[src/rtl/multi_channel_pwm_generator.sv]
// N-channel programmable PWM generator with double-buffered period/high settings.
// Optional SQW_GEN_SYNC_EN adds a sync_i input for phase-aligned restart of all channels.
module multi_channel_pwm_generator #(
  parameter int               CH_NUM     = 4,
  parameter int               CNT_W      = 32,
  parameter logic [CNT_W-1:0] DEF_PERIOD = CNT_W'(50_000_000),
  parameter logic [CNT_W-1:0] DEF_HIGH   = CNT_W'(25_000_000),
  localparam int              CH_W       = (CH_NUM > 1) ? $clog2(CH_NUM) : 1
) (
  input  logic              clk_i,
  input  logic              rst_ni,
  input  logic [CH_NUM-1:0] ch_en_i,
  input  logic              cfg_valid_i,
  output logic              cfg_ready_o,
  input  logic [CH_W-1:0]   cfg_ch_i,
  input  logic [CNT_W-1:0]  cfg_period_i,
  input  logic [CNT_W-1:0]  cfg_high_i,
  output logic [CH_NUM-1:0] wave_o,
  output logic [CH_NUM-1:0] wrap_o
`ifdef SQW_GEN_SYNC_EN
  ,
  input  logic              sync_i
`endif
);

  logic [CNT_W-1:0]  cnt_q        [CH_NUM];
  logic [CNT_W-1:0]  cnt_d        [CH_NUM];
  logic [CNT_W-1:0]  act_period_q [CH_NUM];
  logic [CNT_W-1:0]  act_period_d [CH_NUM];
  logic [CNT_W-1:0]  act_high_q   [CH_NUM];
  logic [CNT_W-1:0]  act_high_d   [CH_NUM];
  logic [CNT_W-1:0]  pend_period_q[CH_NUM];
  logic [CNT_W-1:0]  pend_period_d[CH_NUM];
  logic [CNT_W-1:0]  pend_high_q  [CH_NUM];
  logic [CNT_W-1:0]  pend_high_d  [CH_NUM];
  logic [CH_NUM-1:0] pend_q;
  logic [CH_NUM-1:0] pend_d;
  logic [CH_NUM-1:0] wave_q;
  logic [CH_NUM-1:0] wave_d;
  logic [CH_NUM-1:0] wrap_q;
  logic [CH_NUM-1:0] wrap_d;

  logic              cfgReady;
  logic              cfgFire;
  logic              syncReq;
  logic [CH_NUM-1:0] takePend;

`ifdef SQW_GEN_SYNC_EN
  assign syncReq = sync_i;
`else
  assign syncReq = 1'b0;
`endif

  // Out-of-range channel indices match no channel, so they are never ready.
  always_comb begin
    cfgReady = 1'b0;
    for (int i = 0; i < CH_NUM; i++) begin
      if (cfg_ch_i == CH_W'(i)) begin
        cfgReady = !pend_q[i];
      end
    end
  end

  assign cfgFire     = cfg_valid_i && cfgReady;
  assign cfg_ready_o = cfgReady;

  always_comb begin
    for (int i = 0; i < CH_NUM; i++) begin
      cnt_d[i]         = cnt_q[i];
      act_period_d[i]  = act_period_q[i];
      act_high_d[i]    = act_high_q[i];
      pend_period_d[i] = pend_period_q[i];
      pend_high_d[i]   = pend_high_q[i];
      pend_d[i]        = pend_q[i];
      wave_d[i]        = 1'b0;
      wrap_d[i]        = 1'b0;
      takePend[i]      = 1'b0;

      if (cfgFire && (cfg_ch_i == CH_W'(i))) begin
        pend_period_d[i] = cfg_period_i;
        pend_high_d[i]   = cfg_high_i;
        pend_d[i]        = 1'b1;
      end

      // Idle, restarting or invalid-period channels sit at zero and absorb pending settings.
      if (!ch_en_i[i] || syncReq || (act_period_q[i] < CNT_W'(2))) begin
        cnt_d[i]    = '0;
        takePend[i] = 1'b1;
      end else if (cnt_q[i] == act_period_q[i] - CNT_W'(1)) begin
        cnt_d[i]    = '0;
        wrap_d[i]   = 1'b1;
        wave_d[i]   = (cnt_q[i] < act_high_q[i]);
        takePend[i] = 1'b1;
      end else begin
        cnt_d[i]    = cnt_q[i] + CNT_W'(1);
        wave_d[i]   = (cnt_q[i] < act_high_q[i]);
      end

      // A write can only land while pend_q is clear, so it never collides with this swap.
      if (takePend[i] && pend_q[i]) begin
        act_period_d[i] = pend_period_q[i];
        act_high_d[i]   = pend_high_q[i];
        pend_d[i]       = 1'b0;
      end
    end
  end

  always_ff @(posedge clk_i) begin
    if (!rst_ni) begin
      for (int i = 0; i < CH_NUM; i++) begin
        cnt_q[i]         <= '0;
        act_period_q[i]  <= DEF_PERIOD;
        act_high_q[i]    <= DEF_HIGH;
        pend_period_q[i] <= '0;
        pend_high_q[i]   <= '0;
      end
      pend_q <= '0;
      wave_q <= '0;
      wrap_q <= '0;
    end else begin
      for (int i = 0; i < CH_NUM; i++) begin
        cnt_q[i]         <= cnt_d[i];
        act_period_q[i]  <= act_period_d[i];
        act_high_q[i]    <= act_high_d[i];
        pend_period_q[i] <= pend_period_d[i];
        pend_high_q[i]   <= pend_high_d[i];
      end
      pend_q <= pend_d;
      wave_q <= wave_d;
      wrap_q <= wrap_d;
    end
  end

  assign wave_o = wave_q;
  assign wrap_o = wrap_q;

endmodule

[config.mk]
export PLATFORM = sky130hd
export DESIGN_NAME = multi_channel_pwm_generator
export DESIGN_NICKNAME = d
export VERILOG_FILES = /design/src/rtl/multi_channel_pwm_generator.sv
export SDC_FILE = /design/constraint.sdc
export NUM_CORES = 2
export LEC_CHECK = 0
export BUFFER_PORTS_ARGS = -buffer_cell sky130_fd_sc_hd__buf_2
export CAP_MARGIN = 30
export CORE_MARGIN = 8
export CORE_UTILIZATION = 64
export CTS_CLUSTER_SIZE = 10
export DETAILED_ROUTE_END_ITERATION = 8
export PLACE_DENSITY = 0.88
export SETUP_SLACK_MARGIN = 0.2
export SYNTH_ARGS = -nofsm -noshare
export SYNTH_HDL_FRONTEND = slang
export SYNTH_SLANG_ARGS = --single-unit
[constraint.sdc]
create_clock -name clk_i -period 5.15 [get_ports clk_i]
set_clock_uncertainty 0.1 [all_clocks]
set_input_delay 0.2575 -clock clk_i [delete_from_list [all_inputs] [get_ports clk_i]]
set_output_delay 0.2575 -clock clk_i [all_outputs]
set_load 0.1 [all_outputs]
==> flow_summary.toml <==
[yosys]
synth_fa_ha_area_share_pct = 4.638
synth_cell_types = 76
synth-xor-area-share_pct = 6.739
synth-async-reset-ratio_pct = 0
ys_seq_elements = 652
synth_warnings = 0
synth_seq_area_share_pct = 36.65
syn_inst = 4500
synth-edff-count = 0
avgSynthCellArea_sq_um = 7.914
synth_top_family_by_area = "simple AND/OR/NAND/NOR gates"
synth_flop_cell = "dfxtp_1"
muxShareOfSynthArea_pct = 2.681
synth_compound_area_share_pct = 14.29
syn_nets = 4705
synth_area_sq_um = 35610
synthSimpleGateAreaFrac_pct = 29.58

[sta]
worst_pin_slew_ns = 1.084
period_minus_slack_ns = 4.564
slew_headroom_pct = 25.86
slew_viol_final = 0
tns_ns = 0
hold_viol = 0
rsz0062_at_grt = "false"
max_freq_mhz = 219.1
finalSetupViolCount = 0
finalCritPeriodShare_pct = 88.63

[setup_path]
crit_type = "flop to flop"
cp_max_fo = 94
max_stage_delay_ns = 0.89
cpMostUsedCell = "mux2i_1"
crit_family = "simple AND/OR/NAND/NOR gates"
cp_num_cells = 9
rrSetupSlack_ns = 0.59
slowest_stage = "or4_4"
worstPathArrival_ns = 4.97
ff2ff_path_depth = 9
path_cells = "nor4_1 > nand3b_1 > nor4_4 > mux2i_1 > mux2i_1 > o21a_1 > or4_4 > and4_1 > or3_1"
path_buf_inv = 0
start_kind = "flop"
required_ns = 5.55
crit_path_end_kind = "flop"

[detailed_routing]
drtPass1Iterations = 6
vias = 32620
drc = 0
drt-total-wl_mm = 104.5
vias_per_cell = 6.230
postRouteAntennaNets = 0
drt-initial-drc-count = 3415
wl_per_cell_microns = 19.96

[grt]
first_global_vias = 30270
grt_antenna_before_repair = 10
grt_overflow_total = 0
grt_usage_pct = 31.82
grt_max_degree = 248
grt_pass1_wl_mm = 164.2

[floorplan]
die_h_microns = 251.9
core_area_sq_um = 55090
num_io_pins = 82
die-area_sq_um = 63450
rows = 86
die_w_microns = 251.9
start_util_pct = 64.64

[layout]
layout_commonest_cell = "nand2_1"
syn_to_final_growth_pct = 9.806
fin_util_pct = 70.98
final_cell_mix = "769 x nand2_1, 650 x dfxtp_1, 404 x nor2_1"
drive_above_1_share_pct = 6.007
layout.nets = 4662

[clock_network]
htreeDepth = 3
clkSinkCount = 652
root_buffer = "clkbuf_16"
cts_buffers = 77
clk_pin_slew_worst_paths_ns = 0.05
cts_tree = "done"
clockBufferDepth = 3
insertion_delay_ns = 0.63

[place]
io_buffers = 81
dp_hpwl_mm = 67.22
finalWeightedCongestion = 0.9510

[flow_run]
maxCapViolCount = 0

[hold_path]
hp-class = "primary input to flop"
hold_depth = 4

[power]
leakage_uw = 0.01478
ir_drop_uv = 282.8
powerDensity_nw_per_um2 = 282.0

[status]
status = "finished, final reports clean"
-- routing by layer --
metal  share of wire, %  GRT usage (%)
met5              0.039              0
met4                6.8          20.33
met3                9.1          6.802
met2                 44          48.76
met1                 40          40.51
-- power by group --
| part | switching (uW) | leakage (uW) | internal, uW |
|---|---|---|---|
| clock network | 2120 | 0.00107 | 2850 |
| logic | 535 | 0.00843 | 255 |
| registers | 103 | 0.00528 | 5160 |
| total | 2760 | 0.0148 | 8270 |
-- stage by stage --
step / std cells / total power (uW) / cell area, sq um / worst slack [ns] / hold WS (ns)
2_1_floorplan: 4500 / 5809 / 35610 / 1.433 / 0.3024
3_3_place_gp: 5057 / 6059 / 36180 / 0.8389 / 0.3438
3_5_place_dp: 5061 / 6083 / 36240 / 0.6782 / 0.3472
4_1_cts: 5226 / 11020 / 39080 / 0.6756 / 0.04140
5_1_grt: 5231 / 11330 / 39090 / 0.3004 / 0.09119
6_report: 5235 / 11030 / 39100 / 0.5857 / 0.07101
-- flip-flops by register name, indices dropped and copies added, names as in the netlist --
name and count:
wrap_o 4, cnt_q 128, pend_high_q 128, wave_o 4
act_high_q 128, act_period_q 128, pend_period_q 128, pend_q 4
-- worst paths after layout --
| kind | start | end |
|---|---|---|
| worst max-delay path | act_period_q[3][2] | act_period_q[3][10] |
| worst min-delay path | ch_en_i[2] | wrap_o[2] |
| worst max register to register | act_period_q[3][2] | act_period_q[3][10] |
| worst min register to register | pend_high_q[1][5] | act_high_q[1][5] |
-- what timing repair did --
| item | in CTS | in global routing |
|---|---|---|
| resized for setup | 0 | 0 |
| hold endpoints to repair | 258 | 0 |
| buffers inserted | 0 | 0 |
| hold buffers | 65 | 0 |
-- area by class of cell --
class                           instances  area, sq um
Inverter                              171        641.9
Tap cell                              748        935.9
Antenna cell                            9        22.52
Multi-Input combinational cell       3358        20710
Sequential cell                       652        13060
Clock buffer                           91         2052
Fill cell                            4174        15990
Timing Repair Buffer                  197         1540
Clock inverter                          9        142.6
-- logic make-up after synthesis --
logic type | count (synthesis)
adders and majority gates | 132
AOI/OAI and AO/OA | 751
DFF | 652
xor gates and xnor gates | 274
and+or+nand+nor | 2106
muxes | 95
buffers and inverters | 490
-- worst register-to-register path: stages, from the launching register on --
cell and delay (ns):
dfxtp_1 0.38, nor4_1 0.68, nand3b_1 0.45, nor4_4 0.48, mux2i_1 0.23, mux2i_1 0.09, o21a_1 0.20, or4_4 0.89
and4_1 0.56, or3_1 0.37
-- Yosys cell counts, types with 12 or more instances --
library cell	number	area [sq um]
nand2_1	769	2887
dfxtp_1	652	13050
nor2_1	404	1516
clkbuf_1	273	1025
a21boi_0	261	1959
nand3_1	215	1076
o21ai_0	191	955.9
inv_1	171	641.9
xnor2_1	151	1323
nand3b_1	134	1006
ha_1	132	1652
xor2_1	123	1077
and4_1	97	849.6
or3_1	95	594.3
mux2i_1	92	920.9
nor3_1	83	415.4
nand4_1	74	462.9
o211ai_1	71	533.0
a21oi_1	58	290.3
nor4_1	56	350.3
a21o_1	51	382.9
and3_1	43	269.0
a211oi_1	40	300.3
buf_2	28	140.1
and4b_1	24	240.2
nor2b_1	24	150.1
nand2b_1	16	100.1
or4_1	14	105.1
a31oi_1	13	81.33
and2_1	12	75.07
Note: power is estimated with default switching activity, not from simulation.
